`src/rtl/store_buffer.sv`:
```
// store_buffer: in-order write buffer that drains stores to data memory when the port is free.
// Define STORE_BUF_FWD_EN to forward buffered lanes to loads; otherwise any word match stalls the load.
`ifdef STORE_BUF_FWD_EN
// One byte lane of the forwarding merge; inputs are in age order, oldest first.
module store_buffer_lane #(
  parameter int DEPTH = 4
) (
  input  logic [DEPTH-1:0]      hit_ord,
  input  logic [DEPTH-1:0][7:0] byte_ord,
  output logic                  covered,
  output logic [7:0]            lane_data
);
  always_comb begin
    covered   = 1'b0;
    lane_data = 8'h00;
    for (int i = 0; i < DEPTH; i++) begin
      if (hit_ord[i]) begin
        covered   = 1'b1;
        lane_data = byte_ord[i];
      end
    end
  end
endmodule
`endif

module store_buffer #(
  parameter int DEPTH  = 4,
  parameter int ADDR_W = 32,
  parameter int DATA_W = 32
) (
  input  logic              clk,
  input  logic              rst,
  input  logic              st_valid,
  input  logic [ADDR_W-1:0] st_addr,
  input  logic [DATA_W-1:0] st_data,
  input  logic              st_byte,
  output logic              st_ready,
  input  logic              ld_valid,
  input  logic [ADDR_W-1:0] ld_addr,
  input  logic              ld_byte,
  output logic              ld_hit,
  output logic              ld_stall,
  output logic [DATA_W-1:0] ld_data,
  input  logic              mem_busy,
  output logic              mem_we,
  output logic [ADDR_W-1:0] mem_a,
  output logic [DATA_W-1:0] mem_wd,
  output logic              mem_byte,
  output logic              empty
);
  localparam int LANES = DATA_W / 8;
  localparam int PW    = $clog2(DEPTH);
  localparam int CW    = PW + 1;

  typedef struct packed {
    logic [ADDR_W-1:0] addr;
    logic [DATA_W-1:0] data;
    logic              is_byte;
  } entry_t;

  entry_t        ent_q [DEPTH];
  entry_t        ent_d [DEPTH];
  logic [PW-1:0] head_q, head_d, tail_q, tail_d;
  logic [CW-1:0] count_q, count_d;
  logic          push, pop;

  // Occupancy is decided by count only; pointers are free to wrap.
  assign empty    = (count_q == '0);
  assign st_ready = (count_q != CW'(DEPTH));
  assign push     = st_valid && st_ready;
  assign mem_we   = !empty && !mem_busy;
  assign pop      = mem_we;
  assign mem_a    = ent_q[head_q].addr;
  assign mem_wd   = ent_q[head_q].data;
  assign mem_byte = ent_q[head_q].is_byte;

  always_comb begin
    ent_d   = ent_q;
    head_d  = head_q;
    tail_d  = tail_q;
    count_d = count_q;
    if (push) begin
      ent_d[tail_q].addr    = st_addr;
      ent_d[tail_q].data    = st_byte ? {{(DATA_W-8){1'b0}}, st_data[7:0]} : st_data;
      ent_d[tail_q].is_byte = st_byte;
      tail_d                = tail_q + PW'(1);
    end
    if (pop) head_d = head_q + PW'(1);
    case ({push, pop})
      2'b10:   count_d = count_q + CW'(1);
      2'b01:   count_d = count_q - CW'(1);
      default: count_d = count_q;
    endcase
  end

  always_ff @(posedge clk or posedge rst) begin
    if (rst) begin
      head_q  <= '0;
      tail_q  <= '0;
      count_q <= '0;
    end else begin
      head_q  <= head_d;
      tail_q  <= tail_d;
      count_q <= count_d;
    end
  end

  always_ff @(posedge clk) begin
    ent_q <= ent_d;
  end

  // Entries re-indexed by age (0 = head); the draining head still participates.
  logic [DEPTH-1:0][PW-1:0] ord_idx;
  logic [DEPTH-1:0]         ord_match;

  always_comb begin
    ord_idx   = '0;
    ord_match = '0;
    for (int i = 0; i < DEPTH; i++) begin
      ord_idx[i]   = head_q + PW'(i);
      ord_match[i] = (CW'(i) < count_q) &&
                     (ent_q[ord_idx[i]].addr[ADDR_W-1:2] == ld_addr[ADDR_W-1:2]);
    end
  end

`ifdef STORE_BUF_FWD_EN
  logic [LANES-1:0][DEPTH-1:0]      hit_ord;
  logic [LANES-1:0][DEPTH-1:0][7:0] byte_ord;
  logic [LANES-1:0]                 covered;
  logic [LANES-1:0]                 req_lanes;
  logic [LANES-1:0][7:0]            lane_data;

  always_comb begin
    hit_ord  = '0;
    byte_ord = '0;
    for (int l = 0; l < LANES; l++) begin
      for (int i = 0; i < DEPTH; i++) begin
        hit_ord[l][i]  = ord_match[i] &&
                         (!ent_q[ord_idx[i]].is_byte || (ent_q[ord_idx[i]].addr[1:0] == 2'(l)));
        byte_ord[l][i] = ent_q[ord_idx[i]].is_byte ? ent_q[ord_idx[i]].data[7:0]
                                                   : ent_q[ord_idx[i]].data[8*l +: 8];
      end
    end
  end

  assign req_lanes = ld_byte ? (LANES'(1) << ld_addr[1:0]) : '1;

  for (genvar l = 0; l < LANES; l++) begin : g_lane
    store_buffer_lane #(.DEPTH(DEPTH)) u_lane (
      .hit_ord   (hit_ord[l]),
      .byte_ord  (byte_ord[l]),
      .covered   (covered[l]),
      .lane_data (lane_data[l])
    );
  end

  assign ld_hit   = ld_valid && ((covered & req_lanes) == req_lanes);
  assign ld_stall = ld_valid && !ld_hit && (|(covered & req_lanes));
  assign ld_data  = ld_hit ? lane_data : '0;
`else
  logic unused_ld;
  assign unused_ld = &{1'b0, ld_byte, ld_addr[1:0]};
  assign ld_hit    = 1'b0;
  assign ld_stall  = ld_valid && (|ord_match);
  assign ld_data   = '0;
`endif

`ifndef SYNTHESIS
  a_one_mem_op: assert property (@(posedge clk) disable iff (rst) !(st_valid && ld_valid));
`endif
endmodule

```
`config.mk`:
```
export PLATFORM = sky130hd
export DESIGN_NAME = store_buffer
export DESIGN_NICKNAME = d
export VERILOG_FILES = /design/src/rtl/store_buffer.sv
export SDC_FILE = /design/constraint.sdc
export NUM_CORES = 1
export LEC_CHECK = 0
export ABC_AREA = 1
export CAP_MARGIN = 15
export CORE_MARGIN = 2
export CORE_UTILIZATION = 40
export DETAILED_ROUTE_END_ITERATION = 8
export PLACE_DENSITY = 0.69
export REMOVE_ABC_BUFFERS = 1
export SLEW_MARGIN = 40
export SYNTH_ARGS = -nofsm -noshare
export SYNTH_HDL_FRONTEND = slang
export SYNTH_SLANG_ARGS = --single-unit
```
`constraint.sdc`:
```
create_clock -name clk -period 4.7 [get_ports clk]
set_clock_uncertainty 0.1 [all_clocks]
set_input_delay 1.175 -clock clk [delete_from_list [all_inputs] [get_ports clk]]
set_output_delay 1.175 -clock clk [all_outputs]
set_load 0.01 [all_outputs]
```
==> reports/metrics.cfg <==
[floorplan]
io_pins=205
die_area_um2=39400
core_um2=37500
initial_core_util_pct=40.3
die_height_um=198
fp.dieW_um=198
rows=71

[drt]
finalWirelength_um=46700
drc=0
met1_length_um=18100
via_per_inst=5.30
wl_met3_um=5360
vias=13700
routedWlPerCell_um=18.0
routed-wl-met2_um=21300
firstDrtPassIters=6
highest_layer=met5
ant_nets=0
drt_iter0_markers=1193

[global_routing]
grt_pass1_vias=12500
grt_start_max_net_pins=91
antenna_found_initial=6
grt.overflow.total=0
track_usage_pct=22.3
grt_first_pass_wirelength_um=67300

[clock_network]
path_clk_slew_ns=0.06
cts-htree-levels=1
cts_root_buf=clkbuf_16
numCtsBuffers=30
cts.hold.buffers_added=0
cts_tree=done
clkLatencyLatePin_ns=0.59
tritoncts_num_sinks=267
cts_buffer_depth=3

[hold_path]
whs_path_depth=2
min_path_type=register to register
holdCritStartpoint=count_q[1]
hold_path_end=count_q[1]

[place]
place.port_buffers=168
dp.cells=2510
dp_hpwl_um=28900
place_congestion=0.925

[logic_synthesis]
seq_area_frac_synth_pct=52.8
synth.area.top_cells=edfxtp_1 52%, nand2_1 19%, nand3_1 11%, inv_1 4.2%, buf_4 2.2%
synth_ff_type=edfxtp_1
yosysUniqueCellTypes=27
syn_inst=1882
postSynthAreaPerCell_um2=8.03
synth_area_um2=15100
yosysTopAreaCell=edfxtp_1
synth_common_cells=784 x nand2_1, 346 x nand3_1, 260 x edfxtp_1
synthArstFlopShare_pct=2.62
yosysMostFrequentCell=nand2_1
synth_seq_cells=267
yosysTopAreaCellShare_pct=51.6
synth_warnings=0
synth-edff-count=260

[timing]
fin_crit_ns=4.44
max_freq_mhz=225
drv_slew=0
finalHoldViolCount=0
hold_ws_ns=0.464
setup_viol=0
tightest_slew_ns=0.847
relSlewSlack_pct=43.6
grt_setup_unrepaired=false
min_period_over_period_pct=94.4

[worst_setup_path]
path_max_fanout=16
reg2reg_from=count_q[0]
critical_path_class=register to output pin
cp.required_ns=3.42
reg2reg_setup_slack_ns=1.89
cp.arrival_ns=3.16
r2r-end=ent_q[193]
end_kind=output pin
rr_worst_depth=6
cp-start-kind=register

[job]
drv_cap=0

[power]
power_frac_comb_pct=55.5
power_switching_mw=5.98
switching_share_pct=44.1
power_frac_clock_pct=19.8
intPower_mw=7.58
peakVddDrop_v=0.000514
p_per_area_nw_per_um2=719
power.share.sequential_pct=24.6
p_leak_nw=8.39

[status]
status=complete, no violations

[final_layout]
nNetsFinal=2164
areaGrowthSynthToFinish_pct=24.8
layout-drive-gt1-share_pct=6.12
finalNonFillerCells=2590

routing by layer:
layer  GRT usage (%)  vias to the layer above
li1                -                     6483
met5               0                        -
met4            8.37                        6
met2            36.8                      711
met3            5.36                      140
met1            28.5                     6381
registers in the layout, indices dropped and copies added, names as in the netlist:
name and flops:
head_q 2, tail_q 2, count_q 3, ent_q 260
power groups by stage:
stage               Combinational, mW  Clock, mW  Sequential, mW
floorplan                        3.83          0            3.61
global placement                 6.61          0            3.37
detailed placement               6.72          0            3.40
CTS                              7.04       2.72            3.34
global route                     8.22       2.81            3.38
finish                           7.53       2.69            3.34
worst max path at each step:
stage,cells past startpoint,to,start
3_3_place_gp,11,ld_stall,ld_addr[8]
5_1_grt,8,mem_wd[12],head_q[0]
3_5_place_dp,11,ld_stall,ld_addr[8]
6_report,8,mem_wd[29],head_q[0]
2_1_floorplan,16,ld_stall,head_q[0]
4_1_cts,17,ld_stall,head_q[0]
stage by stage:
stage               total power, mW  setup WS (ns)  area, um2  setup TNS [ns]  util (%)
CTS                            13.1         0.0149      18500               0      49.4
global placement               9.98         0.0619      17200               0      46.0
floorplan                      7.44          -3.37      14500         -179.72         -
finish                         13.6          0.264      18900               0      50.3
detailed placement             10.1         0.0677      17200               0      46.0
global route                   14.4         0.0610      18900               0      50.3
critical path, stage by stage, from the launching register on:
cell             delay (ns)
dfrtp_4                0.45
buf_12                 0.13
clkinv_8               0.09
nand2_4                0.15
clkinv_1               0.53
buf_4                  0.42
a22oi_1                0.17
nand3_1                0.12
clkdlybuf4s50_1        0.50
cell type report:
type	instances	area [um2]
fill	3477	18600
sequential	267	7990
multi-input combinational	1359	6050
timing repair buffer	218	2350
clock buffer	34	766
inverter	175	672
tap	511	639
clock inverter	21	379
antenna	4	10.0
timing repair inverter	1	8.76
logic make-up after synthesis:
logic type / after synthesis / synth area share, %
other: 1 / 0.0248
XOR/XNOR: 14 / 0.811
AND/OR/NAND/NOR: 1226 / 33.6
AO/OA/AOI/OAI: 75 / 3.11
adder cells (fa/ha/maj): 9 / 0.745
flip-flops: 267 / 52.8
buffers and inverters: 290 / 8.93
placed cells by master, fill, tap and decap left out, drive strengths merged, types with 11 or more instances in the layout:
cell type,count
o21ai,30
a22oi,35
nand2,788
edfxtp,260
nor2,81
clkinv,16
xor2,12
nand3,346
nand4,11
conb,33
clkdlybuf4s50,165
inv,171
buf,46
clkbuf,39
what timing repair did:
item | CTS | global route
gates cloned | 4 | 7
hold endpoints to repair | 0 | 0
resized for setup | 9 | 28
setup buffers | 3 | 7
setup endpoints to repair | 1 | 1
pin swaps | 2 | 1
No activity file was read; power rests on OpenSTA's default activity.
